File: src/rtl/uart_device_if.sv
// uart_device_if: CPU device-bus port of the UART.
//   write_enable  - write strobe, already qualified by device id
//   is_control    - access targets the control segment
//   short_address - register select, [3:0] decoded
//   cpu_data_in   - write data
//   cpu_data_out  - combinational read data
// master = CPU side, slave = device side.
interface uart_device_if;
  logic        write_enable;
  logic        is_control;
  logic [7:0]  short_address;
  logic [15:0] cpu_data_in;
  logic [15:0] cpu_data_out;

  modport master (output write_enable, is_control, short_address, cpu_data_in,
                  input  cpu_data_out);
  modport slave  (input  write_enable, is_control, short_address, cpu_data_in,
                  output cpu_data_out);
endinterface

File: src/rtl/uart_device.sv
// uart_device: 8N1 UART peripheral on the CPU device bus.
//   cpu_clock - system clock, rising edge
//   reset     - asynchronous, active-high
//   bus       - uart_device_if.slave (register access, control segment only)
//   rx        - serial input (asynchronous, idles high)
//   tx        - serial output (idles high)
// Registers: 0 ID, 1 STATUS, 2 TX, 3 RX, 4 DIV, 5 LOOPBACK (optional).
// Optional feature macro: UART_LOOPBACK_EN (register 5 bit0 routes the
// serializer into the deserializer and parks the tx pin high).

// Circular byte FIFO; pointers carry one extra wrap bit so full/empty
// fall out of the pointer difference.
module uart_device_fifo #(
  parameter int DEPTH = 16
) (
  input  logic                   cpu_clock,
  input  logic                   reset,
  input  logic                   push,
  input  logic [7:0]             push_data,
  input  logic                   pop,
  output logic [7:0]             head,
  output logic [$clog2(DEPTH):0] count,
  output logic                   full,
  output logic                   empty
);
  localparam int AW = $clog2(DEPTH);

  logic [DEPTH-1:0][7:0] mem_q, mem_d;
  logic [AW:0]           wptr_q, wptr_d, rptr_q, rptr_d;
  logic                  push_ok, pop_ok;

  assign count   = wptr_q - rptr_q;
  assign full    = count == (AW+1)'(DEPTH);
  assign empty   = count == '0;
  assign head    = mem_q[rptr_q[AW-1:0]];
  assign pop_ok  = pop && !empty;
  // A push into a full FIFO is fine when the head leaves on the same edge.
  assign push_ok = push && (!full || pop_ok);

  always_comb begin
    mem_d  = mem_q;
    wptr_d = wptr_q;
    rptr_d = rptr_q;
    if (push_ok) begin
      mem_d[wptr_q[AW-1:0]] = push_data;
      wptr_d                = wptr_q + (AW+1)'(1);
    end
    if (pop_ok) rptr_d = rptr_q + (AW+1)'(1);
  end

  always_ff @(posedge cpu_clock or posedge reset) begin
    if (reset) begin
      mem_q  <= '0;
      wptr_q <= '0;
      rptr_q <= '0;
    end else begin
      mem_q  <= mem_d;
      wptr_q <= wptr_d;
      rptr_q <= rptr_d;
    end
  end
endmodule

module uart_device #(
  parameter logic [7:0] DEVICE_ID  = 8'h02,
  parameter int         CPU_FREQ   = 10000000,
  parameter int         BAUD       = 115200,
  parameter int         FIFO_DEPTH = 16
) (
  input  logic          cpu_clock,
  input  logic          reset,
  uart_device_if.slave  bus,
  input  logic          rx,
  output logic          tx
);
  localparam int          AW      = $clog2(FIFO_DEPTH);
  localparam logic [15:0] DIV_RST = 16'(CPU_FREQ / BAUD);

  typedef enum logic [1:0] {S_IDLE, S_START, S_DATA, S_STOP} state_e;

  logic [3:0]  addr;
  logic        wr;
  logic        unused_addr;
  assign addr        = bus.short_address[3:0];
  assign wr          = bus.write_enable && bus.is_control;
  assign unused_addr = ^bus.short_address[7:4];

  // ---- control registers ----
  logic [15:0] divisor_q, divisor_d;
  logic        overrun_q, overrun_d;
  logic        framing_q, framing_d;

  // ---- FIFOs ----
  logic        tx_push, tx_pop, tx_full, tx_empty;
  logic [7:0]  tx_head;
  logic [AW:0] tx_count;
  logic        rx_push, rx_pop, rx_full, rx_empty, rx_drop, rx_ferr;
  logic [7:0]  rx_head, rx_shift_q;
  logic [AW:0] unused_rx_count;

  assign tx_push = wr && addr == 4'd2;
  assign rx_pop  = wr && addr == 4'd3;
  // A byte arriving at a full RX FIFO is lost unless the CPU pops this cycle.
  assign rx_drop = rx_push && rx_full && !rx_pop;

  uart_device_fifo #(.DEPTH(FIFO_DEPTH)) u_tx_fifo (
    .cpu_clock(cpu_clock), .reset(reset),
    .push(tx_push), .push_data(bus.cpu_data_in[7:0]), .pop(tx_pop),
    .head(tx_head), .count(tx_count), .full(tx_full), .empty(tx_empty)
  );

  uart_device_fifo #(.DEPTH(FIFO_DEPTH)) u_rx_fifo (
    .cpu_clock(cpu_clock), .reset(reset),
    .push(rx_push), .push_data(rx_shift_q), .pop(rx_pop),
    .head(rx_head), .count(unused_rx_count), .full(rx_full), .empty(rx_empty)
  );

  // ---- serializer ----
  state_e      tx_state_q;
  logic [15:0] tx_cnt_q;
  logic [7:0]  tx_shift_q;
  logic [2:0]  tx_bit_q;
  logic        tx_q, tx_end, tx_busy;

  assign tx_end  = tx_cnt_q == 16'd0;
  assign tx_busy = tx_state_q != S_IDLE;
  // Byte leaves the FIFO when starting from idle or straight out of a stop bit.
  assign tx_pop  = !tx_empty && (tx_state_q == S_IDLE || (tx_state_q == S_STOP && tx_end));

  // Each bit reloads the counter from divisor_q, so a divisor write lands
  // on the next bit boundary.
  always_ff @(posedge cpu_clock or posedge reset) begin
    if (reset) begin
      tx_state_q <= S_IDLE;
      tx_cnt_q   <= '0;
      tx_shift_q <= '0;
      tx_bit_q   <= '0;
      tx_q       <= 1'b1;
    end else begin
      if (tx_busy) tx_cnt_q <= tx_cnt_q - 16'd1;
      case (tx_state_q)
        S_IDLE: if (tx_pop) begin
          tx_state_q <= S_START;
          tx_shift_q <= tx_head;
          tx_cnt_q   <= divisor_q - 16'd1;
          tx_q       <= 1'b0;
        end
        S_START: if (tx_end) begin
          tx_state_q <= S_DATA;
          tx_bit_q   <= '0;
          tx_cnt_q   <= divisor_q - 16'd1;
          tx_q       <= tx_shift_q[0];
        end
        S_DATA: if (tx_end) begin
          tx_cnt_q <= divisor_q - 16'd1;
          if (tx_bit_q == 3'd7) begin
            tx_state_q <= S_STOP;
            tx_q       <= 1'b1;
          end else begin
            tx_shift_q <= tx_shift_q >> 1;
            tx_bit_q   <= tx_bit_q + 3'd1;
            tx_q       <= tx_shift_q[1];
          end
        end
        S_STOP: if (tx_end) begin
          if (tx_pop) begin
            tx_state_q <= S_START;
            tx_shift_q <= tx_head;
            tx_cnt_q   <= divisor_q - 16'd1;
            tx_q       <= 1'b0;
          end else begin
            tx_state_q <= S_IDLE;
          end
        end
        default: tx_state_q <= S_IDLE;
      endcase
    end
  end

  // ---- optional loopback ----
  logic rx_src;
`ifdef UART_LOOPBACK_EN
  logic lb_q, lb_d;
  always_comb begin
    lb_d = lb_q;
    if (wr && addr == 4'd5) lb_d = bus.cpu_data_in[0];
  end
  always_ff @(posedge cpu_clock or posedge reset) begin
    if (reset) lb_q <= 1'b0;
    else       lb_q <= lb_d;
  end
  assign rx_src = lb_q ? tx_q : rx;
  assign tx     = lb_q ? 1'b1 : tx_q;
`else
  assign rx_src = rx;
  assign tx     = tx_q;
`endif

  // ---- deserializer ----
  logic        rx_s1_q, rx_s2_q, rx_prev_q;
  state_e      rx_state_q;
  logic [15:0] rx_cnt_q;
  logic [2:0]  rx_bit_q;
  logic        rx_brk_q, rx_sample;

  always_ff @(posedge cpu_clock or posedge reset) begin
    if (reset) begin
      rx_s1_q   <= 1'b1;
      rx_s2_q   <= 1'b1;
      rx_prev_q <= 1'b1;
    end else begin
      rx_s1_q   <= rx_src;
      rx_s2_q   <= rx_s1_q;
      rx_prev_q <= rx_s2_q;
    end
  end

  assign rx_sample = rx_cnt_q == 16'd0;
  // rx_brk_q marks a bad stop bit already reported: wait for line high only.
  assign rx_push   = rx_state_q == S_STOP && rx_sample && !rx_brk_q &&  rx_s2_q;
  assign rx_ferr   = rx_state_q == S_STOP && rx_sample && !rx_brk_q && !rx_s2_q;

  always_ff @(posedge cpu_clock or posedge reset) begin
    if (reset) begin
      rx_state_q <= S_IDLE;
      rx_cnt_q   <= '0;
      rx_shift_q <= '0;
      rx_bit_q   <= '0;
      rx_brk_q   <= 1'b0;
    end else begin
      if (rx_state_q != S_IDLE && !rx_sample) rx_cnt_q <= rx_cnt_q - 16'd1;
      case (rx_state_q)
        S_IDLE: if (rx_prev_q && !rx_s2_q) begin
          rx_state_q <= S_START;
          rx_cnt_q   <= (divisor_q >> 1) - 16'd1;
        end
        S_START: if (rx_sample) begin
          if (rx_s2_q) begin
            rx_state_q <= S_IDLE;
          end else begin
            rx_state_q <= S_DATA;
            rx_bit_q   <= '0;
            rx_cnt_q   <= divisor_q - 16'd1;
          end
        end
        S_DATA: if (rx_sample) begin
          rx_shift_q <= {rx_s2_q, rx_shift_q[7:1]};
          rx_cnt_q   <= divisor_q - 16'd1;
          if (rx_bit_q == 3'd7) rx_state_q <= S_STOP;
          else                  rx_bit_q   <= rx_bit_q + 3'd1;
        end
        S_STOP: if (rx_sample) begin
          if (rx_s2_q) begin
            rx_state_q <= S_IDLE;
            rx_brk_q   <= 1'b0;
          end else begin
            rx_brk_q   <= 1'b1;
          end
        end
        default: rx_state_q <= S_IDLE;
      endcase
    end
  end

  // ---- register writes ----
  always_comb begin
    divisor_d = divisor_q;
    overrun_d = overrun_q;
    framing_d = framing_q;
    if (wr && addr == 4'd1) begin
      if (bus.cpu_data_in[4]) overrun_d = 1'b0;
      if (bus.cpu_data_in[5]) framing_d = 1'b0;
    end
    if (wr && addr == 4'd4)
      divisor_d = (bus.cpu_data_in < 16'd4) ? 16'd4 : bus.cpu_data_in;
    // A new event wins over a same-cycle clear so it is never lost.
    if (rx_drop) overrun_d = 1'b1;
    if (rx_ferr) framing_d = 1'b1;
  end

  always_ff @(posedge cpu_clock or posedge reset) begin
    if (reset) begin
      divisor_q <= DIV_RST;
      overrun_q <= 1'b0;
      framing_q <= 1'b0;
    end else begin
      divisor_q <= divisor_d;
      overrun_q <= overrun_d;
      framing_q <= framing_d;
    end
  end

  // ---- register reads ----
  logic [15:0] rdata;
  always_comb begin
    rdata = '0;
    if (bus.is_control) begin
      case (addr)
        4'd0: rdata = {8'h02, DEVICE_ID};
        4'd1: rdata = {9'b0, tx_busy, framing_q, overrun_q, rx_full, rx_empty, tx_empty, tx_full};
        4'd2: rdata = 16'(tx_count);
        4'd3: rdata = {7'b0, !rx_empty, rx_empty ? 8'h00 : rx_head};
        4'd4: rdata = divisor_q;
`ifdef UART_LOOPBACK_EN
        4'd5: rdata = {15'b0, lb_q};
`endif
        default: rdata = '0;
      endcase
    end
  end
  assign bus.cpu_data_out = rdata;
endmodule

File: src/flat_wrapper.sv
// flat-port wrapper written by rule: the top's interface ports become plain ports
module uart_device_flat 
#(
  parameter logic [7:0] DEVICE_ID  = 8'h02,
  parameter int         CPU_FREQ   = 10000000,
  parameter int         BAUD       = 115200,
  parameter int         FIFO_DEPTH = 16
)
  (cpu_clock, reset, rx, tx, bus_write_enable, bus_is_control, bus_short_address, bus_cpu_data_in, bus_cpu_data_out);
  uart_device_if bus_i ();
  input  logic cpu_clock;
  input  logic reset;
  input  logic rx;
  output logic tx;
  input wire logic [$bits(bus_i.write_enable)-1:0] bus_write_enable;
  input wire logic [$bits(bus_i.is_control)-1:0] bus_is_control;
  input wire logic [$bits(bus_i.short_address)-1:0] bus_short_address;
  input wire logic [$bits(bus_i.cpu_data_in)-1:0] bus_cpu_data_in;
  output wire logic [$bits(bus_i.cpu_data_out)-1:0] bus_cpu_data_out;
  assign bus_i.write_enable = bus_write_enable;
  assign bus_i.is_control = bus_is_control;
  assign bus_i.short_address = bus_short_address;
  assign bus_i.cpu_data_in = bus_cpu_data_in;
  assign bus_cpu_data_out = bus_i.cpu_data_out;
  uart_device #(.DEVICE_ID(DEVICE_ID), .CPU_FREQ(CPU_FREQ), .BAUD(BAUD), .FIFO_DEPTH(FIFO_DEPTH)) u_core (.cpu_clock(cpu_clock), .reset(reset), .bus(bus_i), .rx(rx), .tx(tx));
endmodule
File: config.mk
export PLATFORM = sky130hd
export DESIGN_NAME = uart_device_flat
export DESIGN_NICKNAME = d
export VERILOG_FILES = /design/src/rtl/uart_device_if.sv /design/src/rtl/uart_device.sv /design/src/flat_wrapper.sv
export SDC_FILE = /design/constraint.sdc
export NUM_CORES = 1
export LEC_CHECK = 0
export CAP_MARGIN = 15
export CORE_UTILIZATION = 45
export CTS_BUF_LIST = sky130_fd_sc_hd__clkbuf_8
export CTS_CLUSTER_DIAMETER = 200
export DETAILED_ROUTE_END_ITERATION = 10
export DONT_BUFFER_PORTS = 1
export PLACE_DENSITY = 0.62
export SLEW_MARGIN = 30
export SYNTH_ARGS = -nofsm -noshare
export SYNTH_HDL_FRONTEND = slang
export SYNTH_SLANG_ARGS = --single-unit
File: constraint.sdc
create_clock -name cpu_clock -period 30 [get_ports cpu_clock]
set_clock_uncertainty 0.05 [all_clocks]
set_input_delay 7.5 -clock cpu_clock [delete_from_list [all_inputs] [get_ports cpu_clock]]
set_output_delay 7.5 -clock cpu_clock [all_outputs]
set_load 0.05 [all_outputs]
==> results.toml <==
[logic_synthesis]
yosysWarnings = 0
syn_inst = 1510
syn_nets = 1576
synth_edf_count = 0
synthArstFlopShare_pct = 100
synthTopCellsByCount = "dfrtp_1 (349), nand2_1 (147), mux2_1 (120), mux2_4 (120), mux4_2 (65)"
yosysSeqAreaShare_pct = 46.8
syn_avg_cell_area_um2 = 12.6
synthFlopType = "dfrtp_1"
synth_area_leader_cell = "dfrtp_1"
synth_top_cell_area_share_pct = 45.7
synth_cell_types = 81
yosysMostFrequentCell = "dfrtp_1"
netlist_area_mm2 = 0.0191
ys_top_cells_by_area = "dfrtp_1 (46%), mux2_4 (9.4%), mux4_2 (7.7%)"
ys_ff_latch = 357

[setup_path]
crit_fanout = 13
r2r_slack_ns = 25.44
startpoint = "bus_short_address[3]"
reg2reg_from = "u_core.u_tx_fifo.rptr_q[2]"
r2r_cells = 8
worstSetupPathType = "input port to output pin"
cp_slowest_stage_delay_ns = 0.79
r2r_end = "u_core.u_tx_fifo.mem_q[50]"
worstPathArrival_ns = 9.53
cp.required_ns = 22.45
crit_path_cell_trace = "nor2_1 > nand3_1 > a21oi_1 > a222oi_1 > nor2_1"
cp-start-kind = "input port"
cpMostUsedCell = "nor2_1"
crit_path_end_kind = "output pin"
crit_slowest_cell = "nor2_1"

[detailed_routing]
postRouteAntennaNets = 0
drt_iter0_drc = 707
post-route-drc-count = 0
drt_wl_total_um = 43600
avgRoutedWirePerCell_um = 21.0
num_vias = 11845
first_pass_iters = 5
avgViaCountPerCell = 5.72

[place]
dp_hpwl_um = 28400
portBuffers = 0
dp_slack_ns = 12.94
place_congestion = 0.824
placed_cells = 1958
dpl_cell_area_mm2 = 0.0192

[status]
status = "finished, final reports clean"

[timing]
rsz0062_at_grt = "no"
fin_tns_setup_ns = 0
tightest_slew_ns = 1.00
finalMaxSlewViolations = 0
fin_crit_sh_pct = 56.9
hold_violations = 0
slew_headroom_pct = 33.4
fin_crit_ns = 17.08
fmax_ghz = 0.0585
finalSetupViolations = 0
setup_ws_ns = 12.92

[cts]
cts_tree = "yes"
clock_sinks = 357
cts_buffers = 61
clockBufferDepth = 3
cts-root-buf = "clkbuf_8"
hold_buffers = 0
clock_latency_ns = 0.65
cts_setup_buffers = 0
cts_resized = 0
h-tree-depth = 2
clk_pin_slew_ns = 0.06

[floorplanning]
die_x_um = 208
core_area_mm2 = 0.0419
start_util_pct = 45.6
fp.dieH_um = 208
rows = 75
io_pins = 46
die-area_mm2 = 0.0433

[global_route]
grt_pass1_vias = 12307
grt_pass1_wl_um = 70500
grt_max_degree = 130
overflow = 0
grt_usage_pct = 20.7
antenna_found_initial = 0

[power]
ir_drop_v = 0.0000439
p_per_area_mw_per_mm2 = 72.1
p_leak_uw = 0.00954

[finish]
n_antenna_cell = 0
syn_to_final_growth_pct = 7.12
fillers = 3731
instances_no_fill = 2070
drive_above_1_share_pct = 24.2
nets = 1549
final_area_mm2 = 0.0205

[worst_hold_path]
worstHoldPathType = "flop to flop"
min_path_cells = 0
min_to = "u_core.rx_s2_q"
worstHoldStart = "u_core.rx_s1_q"

[job]
cap_viol_max_count = 0
[power breakdown]
part	switching [uW]	internal [uW]
clock	205	232
sequential	60.6	531
combinational	264	182
[metal layers]
| metal | global-route usage [%] | share of wire (%) | up-vias |
|---|---|---|---|
| li1 | - | - | 5442 |
| met4 | 6.95 | 2.5 | 0 |
| met5 | 0 | 0 | - |
| met1 | 28.5 | 46 | 6127 |
| met3 | 3.67 | 4.4 | 69 |
| met2 | 33.0 | 47 | 207 |
[final cells by class]
cell class / count / area, um2 / share of cell area, %
clock buffer: 74 / 1020 / 4.98
inverter: 40 / 158 / 0.771
timing repair buffer: 17 / 148 / 0.722
clock inverter: 37 / 199 / 0.973
sequential: 357 / 8950 / 43.7
multi-input combinational: 1006 / 9310 / 45.5
tap: 539 / 674 / 3.30
[cell families (layout without fill, tap and decap cells)]
kind of cell / count (synthesis) / in the layout / share of synthesized area (%)
AOI/OAI and AO/OA: 160 / 160 / 5.79
xor gates and xnor gates: 68 / 68 / 3.12
adders and majority gates: 37 / 37 / 2.46
buffers and inverters: 147 / 168 / 4.63
DFF: 357 / 357 / 46.8
muxes: 344 / 344 / 26.4
and+or+nand+nor: 397 / 397 / 10.7
[how the worst max path moves through the flow]
stage,to,slack [ns]
floorplan,asynchronous set/reset pin,12.56
global placement,bus_cpu_data_out[4],12.87
finish,bus_cpu_data_out[5],12.92
global route,bus_cpu_data_out[5],12.78
CTS,bus_cpu_data_out[5],12.93
detailed placement,bus_cpu_data_out[5],12.94
[through the flow]
| step | hold WS, ns | utilization, % | power [uW] |
|---|---|---|---|
| finish | 0.311 | 48.9 | 1470 |
| floorplan | 0.295 | - | 933 |
| CTS | 0.314 | 48.8 | 1490 |
| detailed placement | 0.303 | 45.9 | 1040 |
| global route | 0.316 | 48.9 | 1560 |
| global placement | 0.296 | 45.8 | 1030 |
[placed cells by master (no fill, tap or decap), types with 5 or more instances in the layout]
master	n
dfrtp_1	347
nand2_1	147
mux2_4	120
mux2_1	120
clkbuf_8	74
mux4_2	65
nor2_1	63
inv_1	58
nand3_1	38
xor2_1	37
ha_1	36
and3_1	33
xnor2_1	31
o21ai_0	31
o22ai_1	30
mux2_2	28
a21oi_1	22
nor3_1	17
buf_4	16
and3_4	15
nor4_1	14
nor2b_1	12
mux2i_1	11
clkinv_2	11
a22oi_1	9
a31oi_1	8
dfstp_2	8
o221ai_1	7
nand4_1	7
nand3b_1	5
and2_1	5
or3_1	5
o31ai_1	5
[critical path, delay by kind of cell]
| family | cells | cell delay (ns) |
|---|---|---|
| and+or+nand+nor | 3 | 1.09 |
| AOI/OAI and AO/OA | 2 | 0.94 |
[flip-flops by register name, summed over array words and instances (netlist names), 3 cells and up, named ones only]
name	flops
u_core.rx_bit_q	3
u_core.tx_bit_q	3
u_core.u_rx_fifo.mem_q	128
u_core.tx_shift_q	8
u_core.u_rx_fifo.wptr_q	5
u_core.u_tx_fifo.rptr_q	5
u_core.divisor_q	16
u_core.u_tx_fifo.wptr_q	5
u_core.u_tx_fifo.mem_q	128
u_core.rx_cnt_q	16
u_core.tx_cnt_q	16
u_core.rx_shift_q	8
u_core.u_rx_fifo.rptr_q	5
No activity file was read; power rests on OpenSTA's default activity.
